### src/rtl/space_invaders_pkg.sv
// Shared types and screen constants for the space-invaders object movers.
package space_invaders_pkg;

  typedef logic [10:0] coord_t;

  typedef enum logic [1:0] {
    IDLE,
    FLYING,
    HIT
  } laser_state_t;

  localparam int SCREEN_WIDTH  = 640;
  localparam int SCREEN_HEIGHT = 480;

endpackage

### src/rtl/blue_laser_controller_if.sv
// Control, scan and window signals between the game logic and the blue laser controller.
interface blue_laser_controller_if;
  import space_invaders_pkg::*;

  logic   startOfFrame;
  logic   fire;
  coord_t playerX;
  coord_t playerY;
  logic   collision;
  coord_t pixelX;
  coord_t pixelY;
  coord_t offsetX;
  coord_t offsetY;
  logic   InsideRectangle;
  logic   laserActive;
  coord_t topLeftX;
  coord_t topLeftY;

  modport master (
    output startOfFrame, fire, playerX, playerY, collision, pixelX, pixelY,
    input  offsetX, offsetY, InsideRectangle, laserActive, topLeftX, topLeftY
  );

  modport slave (
    input  startOfFrame, fire, playerX, playerY, collision, pixelX, pixelY,
    output offsetX, offsetY, InsideRectangle, laserActive, topLeftX, topLeftY
  );

endinterface

### src/rtl/square_object_window.sv
// Registered rectangle hit-test for a moving object; offsets feed a bitmap lookup.
module square_object_window
  import space_invaders_pkg::*;
#(
  parameter int WIDTH  = 64,
  parameter int HEIGHT = 64
) (
  input  logic   clk,
  input  logic   resetN,
  input  coord_t pixelX,
  input  coord_t pixelY,
  input  coord_t topLeftX,
  input  coord_t topLeftY,
  input  logic   enable,
  output coord_t offsetX,
  output coord_t offsetY,
  output logic   InsideRectangle
);

  logic [11:0] rightEdge_d;
  logic [11:0] bottomEdge_d;
  logic        inside_d;
  coord_t      offsetX_q;
  coord_t      offsetY_q;
  logic        inside_q;

  // Edges kept one bit wider so objects near coordinate 2047 cannot wrap to a false hit.
  assign rightEdge_d  = {1'b0, topLeftX} + 12'(WIDTH);
  assign bottomEdge_d = {1'b0, topLeftY} + 12'(HEIGHT);

  assign inside_d = enable
                 && (pixelX >= topLeftX) && ({1'b0, pixelX} < rightEdge_d)
                 && (pixelY >= topLeftY) && ({1'b0, pixelY} < bottomEdge_d);

  always_ff @(posedge clk or negedge resetN) begin
    if (!resetN) begin
      offsetX_q <= '0;
      offsetY_q <= '0;
      inside_q  <= 1'b0;
    end else begin
      inside_q  <= inside_d;
      offsetX_q <= inside_d ? (pixelX - topLeftX) : '0;
      offsetY_q <= inside_d ? (pixelY - topLeftY) : '0;
    end
  end

  assign offsetX         = offsetX_q;
  assign offsetY         = offsetY_q;
  assign InsideRectangle = inside_q;

endmodule

### src/rtl/blue_laser_controller.sv
// Blue laser launch/flight/hit FSM with the laser's screen window for the bitmap stage.
module blue_laser_controller
  import space_invaders_pkg::*;
#(
  parameter int OBJECT_WIDTH_X  = 64,
  parameter int OBJECT_HEIGHT_Y = 64,
  parameter int SPEED_Y         = 4,
  parameter int TOP_LIMIT       = 0
) (
  input logic              clk,
  input logic              resetN,
  blue_laser_controller_if.slave laserIf
);

  laser_state_t state_q;
  coord_t       topLeftX_q;
  coord_t       topLeftY_q;
  coord_t       launchY_d;
  coord_t       movedY_d;
  logic         retire_d;
  logic         active_d;

  // The laser spawns just above the player, pinned to the top row for players near it.
  assign launchY_d = (laserIf.playerY < 11'(OBJECT_HEIGHT_Y)) ? '0
                   : laserIf.playerY - 11'(OBJECT_HEIGHT_Y);
  assign movedY_d  = topLeftY_q - 11'(SPEED_Y);
  assign retire_d  = ({1'b0, topLeftY_q} <= 12'(TOP_LIMIT + SPEED_Y));
  assign active_d  = (state_q != IDLE);

  // Collision takes priority over the frame move so a hit freezes the laser where it was struck.
  always_ff @(posedge clk or negedge resetN) begin
    if (!resetN) begin
      state_q    <= IDLE;
      topLeftX_q <= '0;
      topLeftY_q <= '0;
    end else begin
      case (state_q)
        IDLE: begin
          topLeftX_q <= laserIf.playerX;
          topLeftY_q <= launchY_d;
          if (laserIf.fire) state_q <= FLYING;
        end
        FLYING: begin
          if (laserIf.collision) begin
            state_q <= HIT;
          end else if (laserIf.startOfFrame) begin
            if (retire_d) state_q <= IDLE;
            else          topLeftY_q <= movedY_d;
          end
        end
        HIT: begin
          if (laserIf.startOfFrame) state_q <= IDLE;
        end
        default: state_q <= IDLE;
      endcase
    end
  end

  assign laserIf.laserActive = active_d;
  assign laserIf.topLeftX    = topLeftX_q;
  assign laserIf.topLeftY    = topLeftY_q;

  square_object_window #(
    .WIDTH  (OBJECT_WIDTH_X),
    .HEIGHT (OBJECT_HEIGHT_Y)
  ) window (
    .clk             (clk),
    .resetN          (resetN),
    .pixelX          (laserIf.pixelX),
    .pixelY          (laserIf.pixelY),
    .topLeftX        (topLeftX_q),
    .topLeftY        (topLeftY_q),
    .enable          (active_d),
    .offsetX         (laserIf.offsetX),
    .offsetY         (laserIf.offsetY),
    .InsideRectangle (laserIf.InsideRectangle)
  );

endmodule
### src/flat_wrapper.sv
// flat-port wrapper written by rule: the top's interface ports become plain ports
module blue_laser_controller_flat import space_invaders_pkg::*;
#(
  parameter int OBJECT_WIDTH_X  = 64,
  parameter int OBJECT_HEIGHT_Y = 64,
  parameter int SPEED_Y         = 4,
  parameter int TOP_LIMIT       = 0
)
  (clk, resetN, laserIf_startOfFrame, laserIf_fire, laserIf_playerX, laserIf_playerY, laserIf_collision, laserIf_pixelX, laserIf_pixelY, laserIf_offsetX, laserIf_offsetY, laserIf_InsideRectangle, laserIf_laserActive, laserIf_topLeftX, laserIf_topLeftY);
  blue_laser_controller_if laserIf_i ();
  input logic clk;
  input logic resetN;
  input wire logic [$bits(laserIf_i.startOfFrame)-1:0] laserIf_startOfFrame;
  input wire logic [$bits(laserIf_i.fire)-1:0] laserIf_fire;
  input wire logic [$bits(laserIf_i.playerX)-1:0] laserIf_playerX;
  input wire logic [$bits(laserIf_i.playerY)-1:0] laserIf_playerY;
  input wire logic [$bits(laserIf_i.collision)-1:0] laserIf_collision;
  input wire logic [$bits(laserIf_i.pixelX)-1:0] laserIf_pixelX;
  input wire logic [$bits(laserIf_i.pixelY)-1:0] laserIf_pixelY;
  output wire logic [$bits(laserIf_i.offsetX)-1:0] laserIf_offsetX;
  output wire logic [$bits(laserIf_i.offsetY)-1:0] laserIf_offsetY;
  output wire logic [$bits(laserIf_i.InsideRectangle)-1:0] laserIf_InsideRectangle;
  output wire logic [$bits(laserIf_i.laserActive)-1:0] laserIf_laserActive;
  output wire logic [$bits(laserIf_i.topLeftX)-1:0] laserIf_topLeftX;
  output wire logic [$bits(laserIf_i.topLeftY)-1:0] laserIf_topLeftY;
  assign laserIf_i.startOfFrame = laserIf_startOfFrame;
  assign laserIf_i.fire = laserIf_fire;
  assign laserIf_i.playerX = laserIf_playerX;
  assign laserIf_i.playerY = laserIf_playerY;
  assign laserIf_i.collision = laserIf_collision;
  assign laserIf_i.pixelX = laserIf_pixelX;
  assign laserIf_i.pixelY = laserIf_pixelY;
  assign laserIf_offsetX = laserIf_i.offsetX;
  assign laserIf_offsetY = laserIf_i.offsetY;
  assign laserIf_InsideRectangle = laserIf_i.InsideRectangle;
  assign laserIf_laserActive = laserIf_i.laserActive;
  assign laserIf_topLeftX = laserIf_i.topLeftX;
  assign laserIf_topLeftY = laserIf_i.topLeftY;
  blue_laser_controller #(.OBJECT_WIDTH_X(OBJECT_WIDTH_X), .OBJECT_HEIGHT_Y(OBJECT_HEIGHT_Y), .SPEED_Y(SPEED_Y), .TOP_LIMIT(TOP_LIMIT)) u_core (.clk(clk), .resetN(resetN), .laserIf(laserIf_i));
endmodule
### config.mk
export PLATFORM = sky130hd
export DESIGN_NAME = blue_laser_controller_flat
export DESIGN_NICKNAME = d
export VERILOG_FILES = /design/src/rtl/space_invaders_pkg.sv /design/src/rtl/blue_laser_controller_if.sv /design/src/rtl/square_object_window.sv /design/src/rtl/blue_laser_controller.sv /design/src/flat_wrapper.sv
export SDC_FILE = /design/constraint.sdc
export NUM_CORES = 1
export LEC_CHECK = 0
export CAP_MARGIN = 0
export CORE_UTILIZATION = 54
export CTS_BUF_LIST = sky130_fd_sc_hd__clkbuf_8
export DETAILED_ROUTE_END_ITERATION = 7
export PLACE_DENSITY = 0.89
export SETUP_SLACK_MARGIN = 0.5
export SLEW_MARGIN = 40
export SYNTH_ARGS = -nofsm -noshare
export SYNTH_HDL_FRONTEND = slang
export SYNTH_SLANG_ARGS = --single-unit
export TNS_END_PERCENT = 30
### constraint.sdc
create_clock -name clk -period 5.81 [get_ports clk]
set_clock_uncertainty 0.15 [all_clocks]
set_input_delay 0.581 -clock clk [delete_from_list [all_inputs] [get_ports clk]]
set_output_delay 0.581 -clock clk [all_outputs]
set_load 0.05 [all_outputs]
==> impl_metrics.csv, run 1 <==
group,metric,value,unit
yosys,synth_area,3410,sq um
critical_path,endpoint_kind,"flip-flop",
yosys,netlist.area_leader.share,0.345,
power,p_switching,1280,uW
clocking,root_buffer,"clkbuf_8",
timing,tns,0,ps
power,leakage,0.00199,uW
global_routing,use_met3,0.0456,
yosys,synthCells,371,
global_routing,grt_pass1_wl,13.3,mm
layout,final_util,0.745,
yosys,synth_edf_count,0,
clocking,clockBufferDepth,2,
global_routing,busiest_layer,"met2",
route,wl_per_cell,15.1,um
critical_path,worst-setup-path-type,"primary input to flip-flop",
clocking,cts_tree,"built",
global_routing,grt_max_degree,48,
global_routing,grtUsageTotal,0.263,
route,route.antenna.remaining_nets,0,
critical_path,crit_path_frequent_cell,"inv_1",
timing,slew_violations,0,
place,pre_cts_ws,2010,ps
layout,area_delta_synth_final,31.6,%
clocking,clk_pin_slew,90,ps
critical_path,crit_slowest_cell,"nand4_2",
die,rows,28,
yosys,syn_nets,460,
yosys,synth_area_leaders,"dfrtp_1 (34%), ha_1 (14%), nor3_2 (5.3%), nand2_1 (4.0%), xnor2_1 (3.8%)",
clocking,cts_buffers,5,
power,power_frac_seq,0.222,
clocking,cts_setup_buffers,0,
route,via_per_inst,5.75,
timing,final_hold_viol_count,0,
die,core_area,6030,sq um
critical_path,path_cells,"clkdlybuf4s50_1 -> inv_1 -> ha_1 -> inv_1 -> fa_1 -> a21oi_1 -> o211a_1 -> o21ai_0 -> o2111ai_1 -> nand4_2 -> nor4b_1",
clocking,cts_hold_buf,0,
yosys,seq_area_frac_synth,0.345,
die,start_util,0.566,
critical_path,crit_fanout,23,
power,swShare,0.524,
clocking,cts_resized,0,
route,vias,3086,
clocking,htreeDepth,2,
layout,fin_cells,537,
global_routing,use_met1,0.349,
timing,tightest_slew,861,ps
critical_path,crit_path_start_kind,"primary input",
critical_path,cp.required,5840,ps
yosys,yosysTopAreaCell,"dfrtp_1",
place,post-place-cells,530,
clocking,cts_sinks,47,
power,p_per_area,542,nW/um^2
run_status,outcome,"complete, no violations",
job,maxCapViolCount,0,
global_routing,use_met2,0.413,
route,firstDrtPassIters,5,
route,route.detailed.drc,0,
place,gp_congestion,0.872,
critical_path,arrival,3540,ps
clocking,insertion_delay,310,ps
die,die_height,81.5,um
power,p_int,1160,uW
layout,drive_gt1_frac,0.0887,
yosys,yosysMostFrequentCell,"dfrtp_1",
place,hpwl,6.29,mm
power,combinationalPowerShare,0.697,
yosys,synthFlopType,"dfrtp_1",
layout,n_antenna_cell,0,
timing,relSlewSlack,0.422,
power,peakVddDrop,0.374,mV
yosys,ys.warnings.count,0,
critical_path,slowest_delay,680,ps
timing,fmax,0.284,GHz
die,dieArea,6640,sq um
global_routing,antenna_found_initial,0,
power,clock_power_share,0.081,
yosys,synth.distinct_cells,51,
die,ios,95,
critical_path,reg2reg_to,"u_core.window.offsetY[9]",
global_routing,gr-total-overflow,0,
critical_path,worstReg2RegStart,"u_core.laserIf.topLeftY[6]",
timing,fin_ws,2290,ps
yosys,avgSynthCellArea,9.20,sq um
yosys,synth_async_sr_flop_share,1.00,
timing,setup_viol,0,
route,finalWirelength,8.12,mm
critical_path,r2r_slack,2470,ps
yosys,synthTopCellsByCount,"dfrtp_1 (47), ha_1 (38), nand2_1 (36)",
critical_path,reg2reg_depth,9,
timing,post-route-period-util,0.605,
timing,rsz0062_at_grt,"false",
die,die_w,81.5,um
layout,nets,551,
place,io_buffers,94,
yosys,ys_ff_latch,47,
timing,period_minus_slack,3520,ps
worst_hold_path,hold_class,"primary input to asynchronous set/reset pin",
global_routing,grt_pass1_vias,2851,
route,first_iter_violations,222,
-- per-stage QoR --
step	power [uW]	hold slack, ps	instance area [sq um]
floorplan	1750	135	3410
global placement	2170	356	4400
detailed placement	2210	370	4400
CTS	2420	141	4490
global route	2610	175	4490
finish	2430	116	4490
-- flip-flops by register name (all words and copies together), names as in the netlist --
name / count
u_core.window.offsetY: 11
u_core.laserIf.topLeftY: 11
u_core.window.InsideRectangle: 1
u_core.laserIf.topLeftX: 11
u_core.state_q: 2
u_core.window.offsetX: 11
-- critical path, delay by kind of cell --
kind | cells | cell delay (ps)
adders and majority gates | 2 | 540
and+or+nand+nor | 2 | 1180
AOI/OAI and AO/OA | 4 | 710
buffers and inverters | 3 | 520
-- power groups by stage --
stage	Sequential, uW	Combinational (uW)	Clock (uW)
2_1_floorplan	842	911	0
3_3_place_gp	538	1630	0
3_5_place_dp	542	1670	0
4_1_cts	536	1690	201
5_1_grt	556	1840	214
6_report	540	1700	197
-- cells by family after synthesis --
group	synth area share
flops	0.345
fa+ha+maj	0.151
simple gates	0.208
mux	0.00293
buf+inv	0.0546
compound gates	0.180
xor+xnor	0.0590
-- how the worst max path moves through the flow --
stage	depth (start not counted)	startpoint	to
after floorplan	10	u_core.laserIf.topLeftY[8]	u_core.window.offsetY[1]
after global placement	11	laserIf_pixelX[0]	u_core.window.offsetY[9]
after detailed placement	11	laserIf_pixelX[0]	u_core.window.offsetY[9]
after CTS	11	laserIf_pixelX[0]	u_core.window.offsetY[9]
after global routing	11	laserIf_pixelX[0]	u_core.window.offsetY[7]
final	11	laserIf_pixelX[0]	u_core.window.offsetY[9]
-- layout make-up --
type / count / area, sq um
Multi-Input combinational cell: 279 / 2060
Fill cell: 422 / 1540
Sequential cell: 47 / 1180
Timing Repair Buffer: 96 / 953
Inverter: 33 / 124
Tap cell: 75 / 93.8
Clock buffer: 6 / 82.6
Clock inverter: 1 / 5.00
-- layer usage --
layer	vias to the layer above	routed length, um
met1	1444	3590
met3	20	409
met4	0	238
met2	117	3890
li1	1505	-
met5	-	0
-- cells in the final DEF (no fill, tap or decap), types with 3 or more instances in the layout --
master / synthesis / routed
a21oi_1: 25 / 25
o22ai_1: 4 / 4
a31oi_1: 3 / 3
clkbuf_8: 0 / 6
nor3_1: 8 / 7
nor2_1: 13 / 13
nand2_1: 36 / 36
ha_1: 38 / 38
clkdlybuf4s50_1: 0 / 93
a32o_1: 7 / 7
nand2b_1: 5 / 5
nor4b_1: 3 / 3
and3_2: 3 / 3
nor3_2: 18 / 19
o21a_1: 3 / 3
o21bai_1: 3 / 3
nand4_1: 4 / 4
o21ai_0: 25 / 25
a211oi_1: 3 / 3
a21o_1: 10 / 10
dfrtp_1: 47 / 47
xor2_1: 8 / 8
xnor2_1: 15 / 15
buf_4: 0 / 3
nand3_1: 14 / 14
inv_1: 33 / 33
Note: power is estimated with default switching activity, not from simulation.
==> run 2, diff against run 1 <==
--- a/config.mk
+++ b/config.mk
@@ -6,10 +6,10 @@
 export NUM_CORES = 1
 export LEC_CHECK = 0
 export CAP_MARGIN = 0
-export CORE_UTILIZATION = 54
+export CORE_UTILIZATION = 45
 export CTS_BUF_LIST = sky130_fd_sc_hd__clkbuf_8
 export DETAILED_ROUTE_END_ITERATION = 7
-export PLACE_DENSITY = 0.89
+export PLACE_DENSITY = 0.79
 export SETUP_SLACK_MARGIN = 0.5
 export SLEW_MARGIN = 40
 export SYNTH_ARGS = -nofsm -noshare
==> constraint.sdc (replaced) <==
create_clock -name clk -period 3.17 [get_ports clk]
set_clock_uncertainty 0.15 [all_clocks]
set_input_delay 0.317 -clock clk [delete_from_list [all_inputs] [get_ports clk]]
set_output_delay 0.317 -clock clk [all_outputs]
set_load 0.05 [all_outputs]
==> impl_metrics.csv, run 2 (synthesis results as in run 1) <==
group,metric,value,unit
critical_path,worstReg2RegStart,"u_core.laserIf.topLeftY[6]",
die,die_w,89.1,um
layout,n_antenna_cell,0,
timing,setup_viol,0,
clocking,insertion_delay,310,ps
critical_path,reg2reg_to,"u_core.window.offsetY[7]",
critical_path,path_cells,"inv_1 -> ha_2 -> nand2_1 -> o21ai_1 -> a21oi_1 -> o21ai_0 -> nand4_4 -> buf_12 -> nor4b_4",
power,combinationalPowerShare,0.721,
critical_path,endpoint_kind,"flip-flop",
worst_hold_path,min_to,"u_core.state_q[1]",
route,route.detailed.drc,0,
place,place_area,4450,sq um
die,die_height,89.1,um
critical_path,crit_path_start_kind,"flip-flop",
critical_path,reg2reg_depth,9,
global_routing,grtUsageTotal,0.215,
route,vias,3127,
place,gp_congestion,0.881,
critical_path,worst-setup-path-type,"flip-flop to flip-flop",
clocking,clk_pin_slew,90,ps
critical_path,crit_buf_inv,2,
die,rows,31,
critical_path,arrival,2720,ps
layout,final_common_cell,"clkdlybuf4s50_1",
critical_path,r2r_slack,510,ps
route,firstDrtPassIters,5,
clocking,cts_buffers,5,
critical_path,crit_slowest_cell,"dfrtp_2",
global_routing,gr-total-overflow,0,
run_status,outcome,"complete, no violations",
route,wl_per_cell,15.1,um
clocking,root_buffer,"clkbuf_8",
worst_hold_path,hold_class,"flip-flop to flip-flop",
place,io_buffers,94,
timing,final_hold_viol_count,0,
worst_hold_path,whs_path_depth,1,
clocking,clockBufferDepth,2,
global_routing,grt_pass1_vias,2818,
layout,design_area,4890,sq um
critical_path,crit_fanout,8,
timing,post-route-period-util,0.840,
power,swShare,0.512,
route,route.antenna.remaining_nets,0,
global_routing,grt_pass1_wl,13.2,mm
power,power_frac_seq,0.204,
clocking,htreeDepth,2,
timing,fmax,0.376,GHz
die,start_util,0.468,
worst_hold_path,worstHoldStart,"u_core.state_q[0]",
layout,area_delta_synth_final,43.3,%
critical_path,cp.required,3230,ps
layout,final_cell_mix,"clkdlybuf4s50_1 (92), dfrtp_1 (40), nand2_1 (36)",
power,p_per_area,994,nW/um^2
critical_path,slowest_delay,470,ps
layout,drive_gt1_frac,0.181,
power,peakVddDrop,0.578,mV
global_routing,grt_max_degree,48,
job,maxCapViolCount,0,
critical_path,crit_family,"compound AO/OA/AOI/OAI gates",
power,p_int,2370,uW
place,hpwl,6.41,mm
route,first_iter_violations,170,
timing,period_minus_slack,2660,ps
timing,tns,0,ps
route,finalWirelength,8.80,mm
layout,nets,574,
clocking,cts_tree,"built",
power,clock_power_share,0.076,
die,core_area,7290,sq um
route,via_per_inst,5.35,
timing,relSlewSlack,0.559,
timing,slew_violations,0,
timing,rsz0062_at_grt,"true",
global_routing,antenna_found_initial,0,
power,leakage,0.00215,uW
timing,tightest_slew,659,ps
clocking,cts_sinks,47,
die,ios,95,
power,p_switching,2490,uW
die,dieArea,7940,sq um
==> run 2: cell types whose count changed in the layout (fill, tap and decap cells not counted), moves of 3 or more <==
cell | previous run | this run
buf_4 | 3 | 22
dfrtp_2 | 0 | 7
ha_1 | 38 | 35
xnor2_1 | 15 | 12
dfrtp_1 | 47 | 40
xnor2_2 | 0 | 3
==> run 2: timing repair <==
| item | in CTS | in global routing |
|---|---|---|
| pin swaps | 0 | 14 |
| hold endpoints to repair | 47 | 0 |
| hold buffers | 1 | 0 |
| cloned | 0 | 2 |
| setup buffers | 1 | 17 |
| gates resized for setup | 2 | 29 |
| endpoints found under the setup margin | 4 | 32 |
==> run 2: power groups by stage <==
stage	registers [uW]	clock network [uW]	logic [uW]
after floorplan	1550	0	1670
final	989	369	3500
after detailed placement	1010	0	3060
after CTS	990	375	3100
after global routing	1010	392	3780
after global placement	993	0	3010
==> run 2: layout make-up <==
class,count,area [sq um]
Fill cell,582,2400
Multi-Input combinational cell,279,2190
Sequential cell,47,1180
Timing Repair Buffer,119,1180
Inverter,33,124
Tap cell,99,124
Clock buffer,6,82.6
Clock inverter,1,5.00
==> run 2: routing by layer <==
layer	global-route usage	routed length (um)
met1	0.284	3840
met4	0.0620	135
met5	0	0
met3	0.0397	421
met2	0.360	4400
==> run 2: worst max path at each step <==
stage / from / to / slack (ps) / cells past startpoint
after global placement: laserIf_pixelX[0] / u_core.window.offsetY[7] / 280 / 12
after detailed placement: laserIf_pixelX[0] / u_core.window.offsetY[7] / 130 / 12
after CTS: laserIf_pixelX[0] / u_core.window.offsetY[9] / 470 / 12
after floorplan: u_core.laserIf.topLeftY[8] / u_core.window.offsetY[1] / 500 / 10
final: u_core.laserIf.topLeftY[6] / u_core.window.offsetY[7] / 510 / 9
after global routing: u_core.laserIf.topLeftY[6] / u_core.window.offsetY[7] / 410 / 9
==> run 2: per-stage QoR <==
step / total power, uW / util / setup WS, ps / std cells / hold WS (ps)
final: 4860 / 0.671 / 508 / 584 / 386
after global routing: 5190 / 0.671 / 407 / 584 / 425
after CTS: 4470 / 0.627 / 469 / 565 / 380
after detailed placement: 4060 / 0.611 / 132 / 556 / 207
after global placement: 4010 / 0.610 / 281 / 556 / 357
after floorplan: 3220 / - / 504 / 371 / -129
==> run 3, diff against run 2 <==
==> constraint.sdc (replaced) <==
create_clock -name clk -period 2.4 [get_ports clk]
set_clock_uncertainty 0.15 [all_clocks]
set_input_delay 0.24 -clock clk [delete_from_list [all_inputs] [get_ports clk]]
set_output_delay 0.24 -clock clk [all_outputs]
set_load 0.05 [all_outputs]
==> impl_metrics.csv, run 3 (synthesis results as in run 1) <==
group,metric,value,unit
run_status,outcome,"complete, but fails checks",
run_status,violations,"setup timing",
layout,final_util,0.706,
timing,slew_violations,0,
global_routing,grt_pass1_wl,14.6,mm
route,route.antenna.remaining_nets,0,
clocking,clockBufferDepth,2,
route,wl_per_cell,14.3,um
timing,hold_ws,313,ps
clocking,cts_sinks,47,
layout,final_cell_mix,"clkdlybuf4s50_1 (75), buf_4 (57), nand2_1 (36), ha_1 (36), dfrtp_1 (35)",
critical_path,arrival,2630,ps
global_routing,grt_max_degree,48,
place,hpwl,6.96,mm
critical_path,cp.required,2470,ps
route,route.detailed.drc,0,
timing,fin_ws,-158,ps
timing,final_hold_viol_count,0,
critical_path,crit_fanout,20,
die,start_util,0.468,
timing,fmax,0.391,GHz
die,ios,95,
clocking,htreeDepth,2,
clocking,insertion_delay,300,ps
route,vias,3275,
route,finalWirelength,8.85,mm
timing,tightest_slew,579,ps
critical_path,endpoint_kind,"flip-flop",
layout,final_common_cell,"clkdlybuf4s50_1",
route,via_per_inst,5.27,
clocking,cts_tree,"built",
place,gp_congestion,0.851,
timing,post-route-period-util,1.07,
global_routing,gr-total-overflow,0,
place,io_buffers,94,
die,rows,31,
power,p_per_area,1310,nW/um^2
die,die_w,89.1,um
layout,drive_gt1_frac,0.245,
timing,setup_viol,23,
global_routing,grtUsageTotal,0.234,
timing,relSlewSlack,0.614,
layout,nets,610,
job,maxCapViolCount,0,
die,core_area,7290,sq um
layout,area_delta_synth_final,50.9,%
route,first_iter_violations,100,
power,leakage,0.00237,uW
clocking,cts_buffers,5,
global_routing,grt_pass1_vias,3221,
die,die_height,89.1,um
timing,rsz0062_at_grt,"true",
clocking,clk_pin_slew,90,ps
layout,n_antenna_cell,0,
die,dieArea,7940,sq um
timing,period_minus_slack,2560,ps
critical_path,crit_path_start_kind,"flip-flop",
worst_hold_path,hold_class,"primary input to flip-flop",
global_routing,antenna_found_initial,0,
route,firstDrtPassIters,5,
clocking,root_buffer,"clkbuf_8",
power,peakVddDrop,0.677,mV
critical_path,worst-setup-path-type,"flip-flop to flip-flop",
run 3: cell types whose count changed in the layout (fill, tap and decap cells not counted), sizes merged:
cell | previous run | this run
buf | 24 | 62
clkdlybuf4s50 | 92 | 75
dlygate4sd2 | 0 | 15
clkbuf | 8 | 7
clkdlybuf4s15 | 0 | 1
clkinv | 1 | 0
dlymetal6s2s | 0 | 1
inv | 33 | 34
run 3: what timing repair did:
action	in CTS	in global routing
buffers inserted	2	0
gates resized for setup	31	7
endpoints found under the hold margin	47	0
hold buffers	1	0
endpoints found under the setup margin	48	35
cloned	0	0
pin swaps	5	3
run 3: path summary, 6_finish.rpt:
kind                                            start                          end  slack, ps  depth (start not counted)
hold / removal                     laserIf_playerX[0]   u_core.laserIf.topLeftX[0]        310                          3
setup reg to reg           u_core.laserIf.topLeftY[6]     u_core.window.offsetX[4]       -160                         12
min in group asynchronous                      resetN  u_core.laserIf.topLeftY[10]        410                          3
setup / recovery           u_core.laserIf.topLeftY[6]     u_core.window.offsetX[4]       -160                         12
hold reg to reg                     u_core.state_q[0]            u_core.state_q[1]        390                          1
max in group asynchronous                      resetN   u_core.laserIf.topLeftY[6]       1270                          3
run 3: layer usage:
layer / global-route usage / routed length, um
met5: 0 / 0
met4: 0.0837 / 144
met3: 0.0305 / 297
met2: 0.405 / 4490
met1: 0.299 / 3910
run 3: worst max-delay path, cell delays in order (launching register included):
cell	delay, ps
dfrtp_4	520
buf_4	150
inv_4	60
ha_4	190
inv_1	50
ha_1	230
and4_4	200
and3_4	140
nor3_2	190
nand4_2	150
buf_12	200
buf_12	130
nor3_2	90
run 3: report_power, final:
part           switching, uW  internal, uW
sequential               229          1060
combinational           2870          2060
clock                    254           259
run 3: stage by stage:
stage | total power [uW] | setup slack, ps | std cells | TNS, ps | area, sq um
2_1_floorplan | 4320 | -106 | 371 | -1190 | 3480
3_3_place_gp | 5970 | -290 | 610 | -5300 | 4940
3_5_place_dp | 6090 | -383 | 610 | -7480 | 4940
4_1_cts | 6660 | -158 | 621 | -1880 | 5130
5_1_grt | 7220 | -257 | 621 | -3990 | 5150
6_report | 6730 | -158 | 621 | -1870 | 5150
run 3: final cells by class:
type | count | area, sq um
inverter | 33 | 126
sequential | 47 | 1190
tap | 99 | 124
clock inverter | 1 | 3.75
timing repair buffer | 155 | 1420
fill | 581 | 2140
multi-input combinational | 279 | 2190
clock buffer | 7 | 96.3
